`src/rtl/sincere_pkg.sv`:
```
// sincere_pkg: shared constants for the SincereMicro execution controller.
//  - opcode values, instruction field bit positions, condition codes
//  - value range of the 11-bit data path (+/-999)
//  - FSM state encodings for exec_ctrl
package sincere_pkg;

    localparam int VAL_W   = 11;
    localparam int VAL_MAX = 999;
    localparam int VAL_MIN = -999;

    // Opcodes (5..10 are handled by the external alu)
    localparam logic [3:0] OP_NOP  = 4'd0;
    localparam logic [3:0] OP_MOV  = 4'd1;
    localparam logic [3:0] OP_JMP  = 4'd2;
    localparam logic [3:0] OP_SLP  = 4'd3;
    localparam logic [3:0] OP_TEQ  = 4'd4;
    localparam logic [3:0] OP_ADD  = 4'd5;
    localparam logic [3:0] OP_DST  = 4'd10;
    localparam logic [3:0] OP_TGT  = 4'd11;
    localparam logic [3:0] OP_TLT  = 4'd12;
    localparam logic [3:0] OP_TCP  = 4'd13;
    localparam logic [3:0] OP_MVD  = 4'd14;
    localparam logic [3:0] OP_NOP2 = 4'd15;

    // Instruction field positions
    localparam int F_SEL     = 28;
    localparam int F_COND_HI = 27;
    localparam int F_COND_LO = 26;
    localparam int F_OP_HI   = 25;
    localparam int F_OP_LO   = 22;
    localparam int F_A1_HI   = 21;
    localparam int F_A1_LO   = 11;
    localparam int F_A2_HI   = 10;
    localparam int F_A2_LO   = 0;

    // Condition codes
    localparam logic [1:0] COND_ALWAYS  = 2'b00;
    localparam logic [1:0] COND_PLUS    = 2'b01;
    localparam logic [1:0] COND_MINUS   = 2'b10;
    localparam logic [1:0] COND_ALWAYS2 = 2'b11;

    // FSM states
    localparam logic [1:0] FETCH = 2'd0;
    localparam logic [1:0] EXEC  = 2'd1;
    localparam logic [1:0] SLEEP = 2'd2;

endpackage

```
`src/rtl/tst_unit.sv`:
```
// tst_unit: combinational evaluation of the test opcodes.
//  opcode     in  4   instruction opcode
//  a, b       in  11  signed operands (arg1, arg2)
//  is_test    out 1   opcode is one of TEQ/TGT/TLT/TCP
//  flags_next out 2   {plus, minus} value to load when the test executes
module tst_unit
    import sincere_pkg::*;
(
    input  logic [3:0]       opcode,
    input  logic [VAL_W-1:0] a,
    input  logic [VAL_W-1:0] b,
    output logic             is_test,
    output logic [1:0]       flags_next
);

    logic a_gt_b;
    logic a_lt_b;

    assign a_gt_b = $signed(a) > $signed(b);
    assign a_lt_b = $signed(a) < $signed(b);

    always_comb begin
        is_test    = 1'b1;
        flags_next = 2'b00;
        case (opcode)
            OP_TEQ:  flags_next = (a == b) ? 2'b10 : 2'b01;
            OP_TGT:  flags_next = a_gt_b ? 2'b10 : 2'b01;
            OP_TLT:  flags_next = a_lt_b ? 2'b10 : 2'b01;
            OP_TCP:  flags_next = a_gt_b ? 2'b10 : (a_lt_b ? 2'b01 : 2'b00);
            default: is_test = 1'b0;
        endcase
    end

endmodule

```
`src/rtl/exec_ctrl.sv`:
```
// exec_ctrl: fetch/decode/sequence controller for one SincereMicro core.
//  clk, rst           clock (rising edge), asynchronous active-high reset
//  en                 run enable, sampled only in FETCH
//  imem_addr/rd/data  program memory port (sync read, 1-cycle latency)
//  alu_inst/arg1/arg2/acc -> alu, alu_out <- alu (combinational)
//  acc, dat           accumulator and data register
//  plus_flag/minus_flag  condition flags from the last executed test op
//  sleeping           high while in SLEEP
// Each instruction takes FETCH + EXEC (2 cycles); SLP n adds n SLEEP cycles.
module exec_ctrl
    import sincere_pkg::*;
#(
    parameter int PC_W     = 4,
    parameter int PROG_LEN = 14,
    parameter int INST_W   = 29
) (
    input  logic              clk,
    input  logic              rst,
    input  logic              en,
    output logic [PC_W-1:0]   imem_addr,
    output logic              imem_rd,
    input  logic [INST_W-1:0] imem_data,
    output logic [3:0]        alu_inst,
    output logic [10:0]       alu_arg1,
    output logic [10:0]       alu_arg2,
    output logic [10:0]       alu_acc,
    input  logic [10:0]       alu_out,
    output logic [10:0]       acc,
    output logic [10:0]       dat,
    output logic              plus_flag,
    output logic              minus_flag,
    output logic              sleeping
);

    logic [1:0]       state_reg;
    logic [PC_W-1:0]  pc_reg;
    logic [10:0]      acc_reg;
    logic [10:0]      dat_reg;
    logic             plus_reg;
    logic             minus_reg;
    logic [9:0]       cnt_reg;

    // Decode of the word returned for the fetch issued in the previous cycle
    logic             arg1_sel;
    logic [1:0]       cond;
    logic [3:0]       opcode;
    logic [10:0]      imm1;
    logic [10:0]      imm2;
    logic [10:0]      arg1;
    logic             cond_ok;
    logic             is_alu;
    logic             is_test;
    logic [1:0]       flags_next;
    logic [PC_W-1:0]  pc_next;
    logic [PC_W-1:0]  jmp_target;
    logic             slp_go;
    logic [9:0]       slp_n;

    assign arg1_sel = imem_data[F_SEL];
    assign cond     = imem_data[F_COND_HI:F_COND_LO];
    assign opcode   = imem_data[F_OP_HI:F_OP_LO];
    assign imm1     = imem_data[F_A1_HI:F_A1_LO];
    assign imm2     = imem_data[F_A2_HI:F_A2_LO];
    assign arg1     = arg1_sel ? dat_reg : imm1;

    always_comb begin
        case (cond)
            COND_PLUS:  cond_ok = plus_reg;
            COND_MINUS: cond_ok = minus_reg;
            default:    cond_ok = 1'b1;
        endcase
    end

    assign is_alu = (opcode >= OP_ADD) && (opcode <= OP_DST);

    tst_unit u_tst (
        .opcode     (opcode),
        .a          (arg1),
        .b          (imm2),
        .is_test    (is_test),
        .flags_next (flags_next)
    );

    assign pc_next = (pc_reg == PC_W'(PROG_LEN - 1)) ? '0 : pc_reg + PC_W'(1);

    // Out-of-range jump targets (negative or past the last line) restart at 0
    assign jmp_target = (!arg1[10] && (arg1 < 11'(PROG_LEN))) ? arg1[PC_W-1:0] : '0;

    // Non-positive sleep lengths act as NOP; long ones saturate at VAL_MAX
    assign slp_go = !arg1[10] && (arg1 != 11'd0);
    assign slp_n  = (arg1 > 11'(VAL_MAX)) ? 10'(VAL_MAX) : arg1[9:0];

    always_ff @(posedge clk or posedge rst) begin
        if (rst) begin
            state_reg <= FETCH;
            pc_reg    <= '0;
            acc_reg   <= '0;
            dat_reg   <= '0;
            plus_reg  <= 1'b0;
            minus_reg <= 1'b0;
            cnt_reg   <= '0;
        end else begin
            case (state_reg)
                FETCH: begin
                    if (en) state_reg <= EXEC;
                end
                EXEC: begin
                    state_reg <= FETCH;
                    pc_reg    <= pc_next;
                    // A skipped line only advances pc
                    if (cond_ok) begin
                        if (is_test) begin
                            {plus_reg, minus_reg} <= flags_next;
                        end else if (is_alu) begin
                            acc_reg <= alu_out;
                        end else begin
                            case (opcode)
                                OP_MOV: acc_reg <= arg1;
                                OP_JMP: pc_reg  <= jmp_target;
                                OP_SLP: begin
                                    if (slp_go) begin
                                        state_reg <= SLEEP;
                                        cnt_reg   <= slp_n;
                                    end
                                end
                                OP_MVD: dat_reg <= arg1;
                                default: ;
                            endcase
                        end
                    end
                end
                SLEEP: begin
                    if (cnt_reg == 10'd1) state_reg <= FETCH;
                    else                  cnt_reg   <= cnt_reg - 10'd1;
                end
                default: state_reg <= FETCH;
            endcase
        end
    end

    assign imem_addr  = pc_reg;
    assign imem_rd    = !rst && en && (state_reg == FETCH);
    // The alu is only told about operations that will actually commit
    assign alu_inst   = ((state_reg == EXEC) && cond_ok && is_alu) ? opcode : 4'd0;
    assign alu_arg1   = arg1;
    assign alu_arg2   = imm2;
    assign alu_acc    = acc_reg;
    assign acc        = acc_reg;
    assign dat        = dat_reg;
    assign plus_flag  = plus_reg;
    assign minus_flag = minus_reg;
    assign sleeping   = (state_reg == SLEEP);

endmodule

```
`config.mk`:
```
export PLATFORM = sky130hd
export DESIGN_NAME = exec_ctrl
export DESIGN_NICKNAME = d
export VERILOG_FILES = /design/src/rtl/sincere_pkg.sv /design/src/rtl/tst_unit.sv /design/src/rtl/exec_ctrl.sv
export SDC_FILE = /design/constraint.sdc
export NUM_CORES = 1
export LEC_CHECK = 0
export CAP_MARGIN = 10
export CORE_MARGIN = 2
export CORE_UTILIZATION = 45
export DETAILED_ROUTE_END_ITERATION = 12
export GPL_ROUTABILITY_DRIVEN = 1
export MAX_ROUTING_LAYER = met4
export PLACE_DENSITY_LB_ADDON = 0.25
export SYNTH_ARGS = -nofsm -noshare
export SYNTH_HDL_FRONTEND = slang
export SYNTH_SLANG_ARGS = --single-unit
```
`constraint.sdc`:
```
create_clock -name clk -period 3.8 [get_ports clk]
set_input_delay 1.14 -clock clk [delete_from_list [all_inputs] [get_ports clk]]
set_output_delay 1.14 -clock clk [all_outputs]
set_load 0.005 [all_outputs]
```
Yosys cells after proc, flatten, opt, wreduce, memory -nomap -nowiden --
Cells that the tools add are included.
Operators by class: multiplexer cells 34, magnitude comparators 6, eq/ne operators 23, reduce and logical (&&, ||, !) cells 19, add/subtract/negate cells 2, bitwise gates (word level) 2
Operator list (number):
- $mux 10 | 7
- $mux 11 | 3
- $mux 4 | 7
- $mux 2 | 11
- $eq 4x4->1 const B | 5
- $pmux 10 s2 | 1
- $ne 2x2->1 const B | 6
- $eq 11x11->1 | 1
- $gt 11x10->1 const B | 1
- $gt 11x11->1 | 1
- $lt 11x11->1 | 1
- $lt 11x4->1 const B | 1
- $reduce_bool 11->1 | 1
- $eq 10x1->1 const B | 1
- $sub 10x1->10 const B | 1
- $eq 4x2->1 const B | 2
- $pmux 2 s4 | 1
- $logic_and 1x1->1 | 7
- $reduce_and 7->1 | 1
- $pmux 2 s3 | 1
- $reduce_and 5->1 | 1
- $add 4x1->4 const B | 1
- $eq 2x1->1 const B | 2
- $eq 2x2->1 const B | 2
- other kinds (15) | 20
Word-level totals: word-level logic and storage cells 93, input port bits 43, output and inout port bits 67, flip-flop bits (word level) 40

Logic depth before layout (Yosys ltp) --
word-level depth 9, mapped depth 11, depth with buffers taken out 9

Cells and area by module --
A second synthesis with hierarchy kept.
Unflattened totals: cell total of the unflattened synthesis 351, area total of the unflattened synthesis 3210.6 sq um
Modules (own cells, without submodules):
- exec_ctrl | cells each 292, area an instance 2785.2 sq um, times used 1, sequential area each 1001.0 sq um
- tst_unit | cells each 59, area an instance 425.4 sq um, times used 1, sequential area each 0.0 sq um

Worst setup path before layout --
OpenSTA, ideal clock, no wires.
path kind input to register, start point in imem_data[28], end point reg plus_reg (netlist: plus_flag), data required time 3674 ps, stages on the path 10, path buffers 2, data arrival time 3452 ps, library setup time 126 ps, slack 222 ps, path through buf_2 -> buf_2 -> mux2i_1 -> inv_1 -> ha_1 -> nand4_1 -> nor3_1 -> and3_1 -> a211oi_1 -> o32a_1
Between the ends: cells in the longest elaborated chain, start to end 4, elaborated cells between the ends (all ways) 9, those cells by class order compare: 2; eq/ne: 1; mux: 6
Ends and longest elaborated chain:
- start: declaration | RTL line exec_ctrl.sv:22 | input logic [INST_W-1:0] imem_data,
- $mux 11 * | RTL line exec_ctrl.sv:64 | assign arg1 = arg1_sel ? dat_reg : imm1;
- named net alu_arg1[3] | RTL line exec_ctrl.sv:24 | output logic [10:0] alu_arg1,
- $gt 11x11->1, or another cell as far along | RTL line tst_unit.sv:19 | assign a_gt_b = $signed(a) > $signed(b);
- $mux 2 (on tied branches)
- $pmux 2 s4 * | RTL line tst_unit.sv:25 | case (opcode)
- end signal: assignment | RTL line exec_ctrl.sv:113 | {plus_reg, minus_reg} <= flags_next;
- end: declaration | RTL line exec_ctrl.sv:39 | logic plus_reg;
The timed path passes the listed nets; every way through them passes the cells marked *. A chain may end at the register's enable or synchronous reset.

Final worst setup path --
start point in imem_data[27], end point out alu_inst[1]
Between the ends: cells in the longest elaborated chain, start to end 5, elaborated cells between the ends (all ways) 6, those cells by class eq/ne: 2; mux: 2; reduce/logical: 2
Ends and longest elaborated chain:
- $eq 2x2->1 or $eq 2x1->1 (tied branches) | RTL line exec_ctrl.sv:67 | case (cond)
- $pmux 1 s2 * | RTL line exec_ctrl.sv:67
- $logic_and 1x1->1 * (2 in a row) | RTL line exec_ctrl.sv:144 | assign alu_inst = ((state_reg == EXEC) && cond_ok && is_alu) ? opcode : 4'd0;
- $mux 4 * | RTL line exec_ctrl.sv:144
- end: declaration | RTL line exec_ctrl.sv:23 | output logic [3:0] alu_inst,
Every way passes the cells marked *; elsewhere a longest branch is shown, timed or not.

==> impl_metrics.py <==
metrics = {
    "outcome": {
        "status": "completed",
    },
    "place": {
        "gp_congestion": 0.947,
        "post_dp_cell_area_um2": 4250,
        "hpwl_mm": 6.81,
        "place_inst": 541,
        "port-buffer-count": 109,
        "dp_slack_ps": -460,
    },
    "grt": {
        "antenna_found_initial": 0,
        "grt_usage_pct": 24.1,
        "grt_pass1_vias": 2953,
        "grt_first_pass_wirelength_mm": 13.9,
        "grt_overflow_total": 0,
        "grt_start_max_net_pins": 41,
    },
    "floorplan": {
        "fp.dieArea_um2": 7380,
        "rows": 29,
        "die_h_um": 85.9,
        "core_area_um2": 6420,
        "ioPinCount": 110,
        "dieWidth_um": 85.9,
        "start_util_pct": 47.0,
    },
    "final_layout": {
        "fin_area_um2": 4430,
        "fin_nets": 533,
        "final_cells": 549,
        "antenna_cells": 0,
        "multiInputGateArea_um2": 1730,
        "final.fill_count": 518,
        "regArea_um2": 1000,
        "syn2layout_area_growth_pct": 46.6,
        "drive_above_1_share_pct": 15.9,
    },
    "timing": {
        "worst_pin_slew_ps": 511,
        "setup_viol": 0,
        "drv_slew": 0,
        "hold_ws_ps": 534,
        "max_freq_mhz": 272,
        "slew_headroom_pct": 66.0,
        "hold_violations": 0,
        "period_share_pct": 96.6,
        "fin_worst_skew_ps": 8.87,
        "grt_setup_unrepaired": "false",
        "worst_slack_ps": 130,
        "final.min_clock_period_ps": 3670,
    },
    "synthesis": {
        "ys_warn_count": 0,
        "synth_nets": 419,
        "ys_seq_elements": 40,
        "synth_edf_count": 0,
        "netlist_area_um2": 3020,
        "synth_ff_type": "dfrtp_1",
        "yosysSeqAreaShare_pct": 33.2,
        "yosysTopAreaCellShare_pct": 33.2,
        "synth_area_leaders": "dfrtp_1 33%, ha_1 7.5%, a21oi_1 6.0%",
        "synth_cell_types": 51,
        "yosysTopAreaCell": "dfrtp_1",
        "synthCells": 358,
        "syn_avg_cell_area_um2": 8.43,
        "synthArstFlopShare_pct": 100,
    },
    "power": {
        "netSwitchingFraction_pct": 37.9,
        "switching_power_w": 0.000981,
        "pwr-share-comb_pct": 57.0,
        "leakage_nw": 1.93,
        "clkPwrFrac_pct": 10.6,
        "p_int_w": 0.00161,
        "ir_drop_v": 0.000428,
        "p_per_area_nw_per_um2": 585,
        "pwr-share-seq_pct": 32.4,
    },
    "cts": {
        "clk_pin_slew_ps": 80,
        "clk_latency_ps": 290,
        "cts_hold_buf": 0,
        "cts_sinks": 40,
        "cts_buffers": 5,
        "cts_root_buf": "clkbuf_8",
        "htreeDepth": 2,
        "cts.path.max_buffers": 2,
        "cts_tree": "yes",
    },
    "detailed_routing": {
        "drc": 0,
        "wirelength_mm": 8.63,
        "drtPass1Iterations": 4,
        "drt_iter0_markers": 157,
        "viasPerCell": 5.55,
        "ant_nets": 0,
        "vias": 3045,
        "wl_per_cell_um": 15.7,
    },
    "setup_path": {
        "path_max_fanout": 3,
        "setup.worst_path.class": "primary input to output pin",
        "crit_path_start_kind": "primary input",
        "worstPathArrival_ps": 2530,
        "cp-end-kind": "output pin",
        "required_ps": 2660,
    },
    "min_path": {
        "hold_path.class": "flip-flop to flip-flop",
    },
    "run": {
        "cap_violations": 0,
    },
}
kinds of logic after synthesis:
family	after synthesis	share of synthesized area (%)
xor+xnor	1	0.290
simple gates	107	17.7
mux	27	9.66
flops	40	33.2
compound gates	94	19.8
fa+ha+maj	18	7.46
buf+inv	71	12.0
critical path, cell delays in order:
cell	delay, ps
dlygate4sd2_1	250
ha_1	300
a221oi_2	230
nand2b_4	190
buf_4	120
nor3_1	40
dlygate4sd2_1	260
stage by stage:
step | total power, W | TNS (ps) | util, %
after floorplan | 0.00156 | 0 | -
after global placement | 0.00223 | -1610 | 66.2
after detailed placement | 0.00228 | -1860 | 66.2
after CTS | 0.00257 | -79.4 | 67.6
after global routing | 0.00279 | 0 | 68.9
final | 0.00259 | 0 | 68.9
synth_stat cells (2+ instances only):
library cell	instances
dfrtp_1	40
a21oi_1	36
inv_1	33
nor2_1	32
nand2_1	29
buf_4	22
o21ai_0	19
ha_1	18
mux2_2	13
mux2i_1	13
nor3_1	13
clkbuf_1	11
a211oi_1	6
a32o_1	5
nand2b_1	5
a22o_1	4
buf_2	4
nand4_1	4
nor4_1	4
o21a_1	4
and2_1	3
nor3b_1	3
o211ai_1	3
a21oi_2	2
and3_1	2
nand3_1	2
nand3b_1	2
o22ai_1	2
or4_1	2
metal layers:
layer	track usage, %	routed length (µm)	vias to the layer above
met5	-	0	-
met4	5.19	64	0
met3	3.75	594	6
met2	40.5	4380	128
met1	30.7	3590	1435
li1	-	-	1476
what timing repair did:
item	CTS	global route
endpoints found under the setup margin	9	13
pin swaps	1	1
gates cloned	0	1
setup buffers	0	0
resized for setup	9	15
placed cells by master (no fill, tap or decap), types with 3 or more instances in the layout:
master             n
o21a_1             4
and2_1             3
nor3_1            13
o21ai_0           19
dfrtp_1           40
nor2_1            32
inv_1             32
mux2_2            13
nor3b_1            3
a211oi_1           6
clkbuf_8           5
clkdlybuf4s50_1  102
nand2b_1           4
nor4_1             4
mux2i_2            5
buf_4             34
nand4_1            4
ha_1              18
clkdlybuf4s15_1    3
a22o_1             4
mux2i_4            3
nand2_1           29
a21oi_1           36
o211ai_1           3
a32o_1             5
dlygate4sd2_1      3
mux2i_1            5
final cells by class:
type / instances / share of cell area (%)
Multi-Input combinational cell: 247 / 39.2
Timing Repair Buffer: 145 / 31.4
Sequential cell: 40 / 22.6
Inverter: 33 / 2.80
Tap cell: 77 / 2.18
Clock buffer: 5 / 1.55
Clock inverter: 2 / 0.283
power by group through the flow:
stage | Clock [W] | Sequential [W] | Combinational [W]
final | 0.000274 | 0.000838 | 0.00148
after global routing | 0.000299 | 0.000872 | 0.00162
after CTS | 0.000280 | 0.000826 | 0.00147
after detailed placement | 0 | 0.000828 | 0.00145
after global placement | 0 | 0.000818 | 0.00141
after floorplan | 0 | 0.000801 | 0.000758
worst paths after layout:
path                                           from                        to  slack, ps  depth (start not counted)
max                                   imem_data[27]               alu_inst[1]        130                          7
min reg2reg                state_reg[1]$_DFFE_PP0P_  state_reg[1]$_DFFE_PP0P_        530                          2
min in group asynchronous                       rst    cnt_reg[0]$_DFFE_PP0P_       1360                          3
max in group asynchronous                       rst    cnt_reg[2]$_DFFE_PP0P_       2080                          3
min                        state_reg[1]$_DFFE_PP0P_  state_reg[1]$_DFFE_PP0P_        530                          2
max reg2reg                state_reg[1]$_DFFE_PP0P_        acc[5]$_DFFE_PP0P_       1490                          7
No activity file was read; power rests on OpenSTA's default activity.
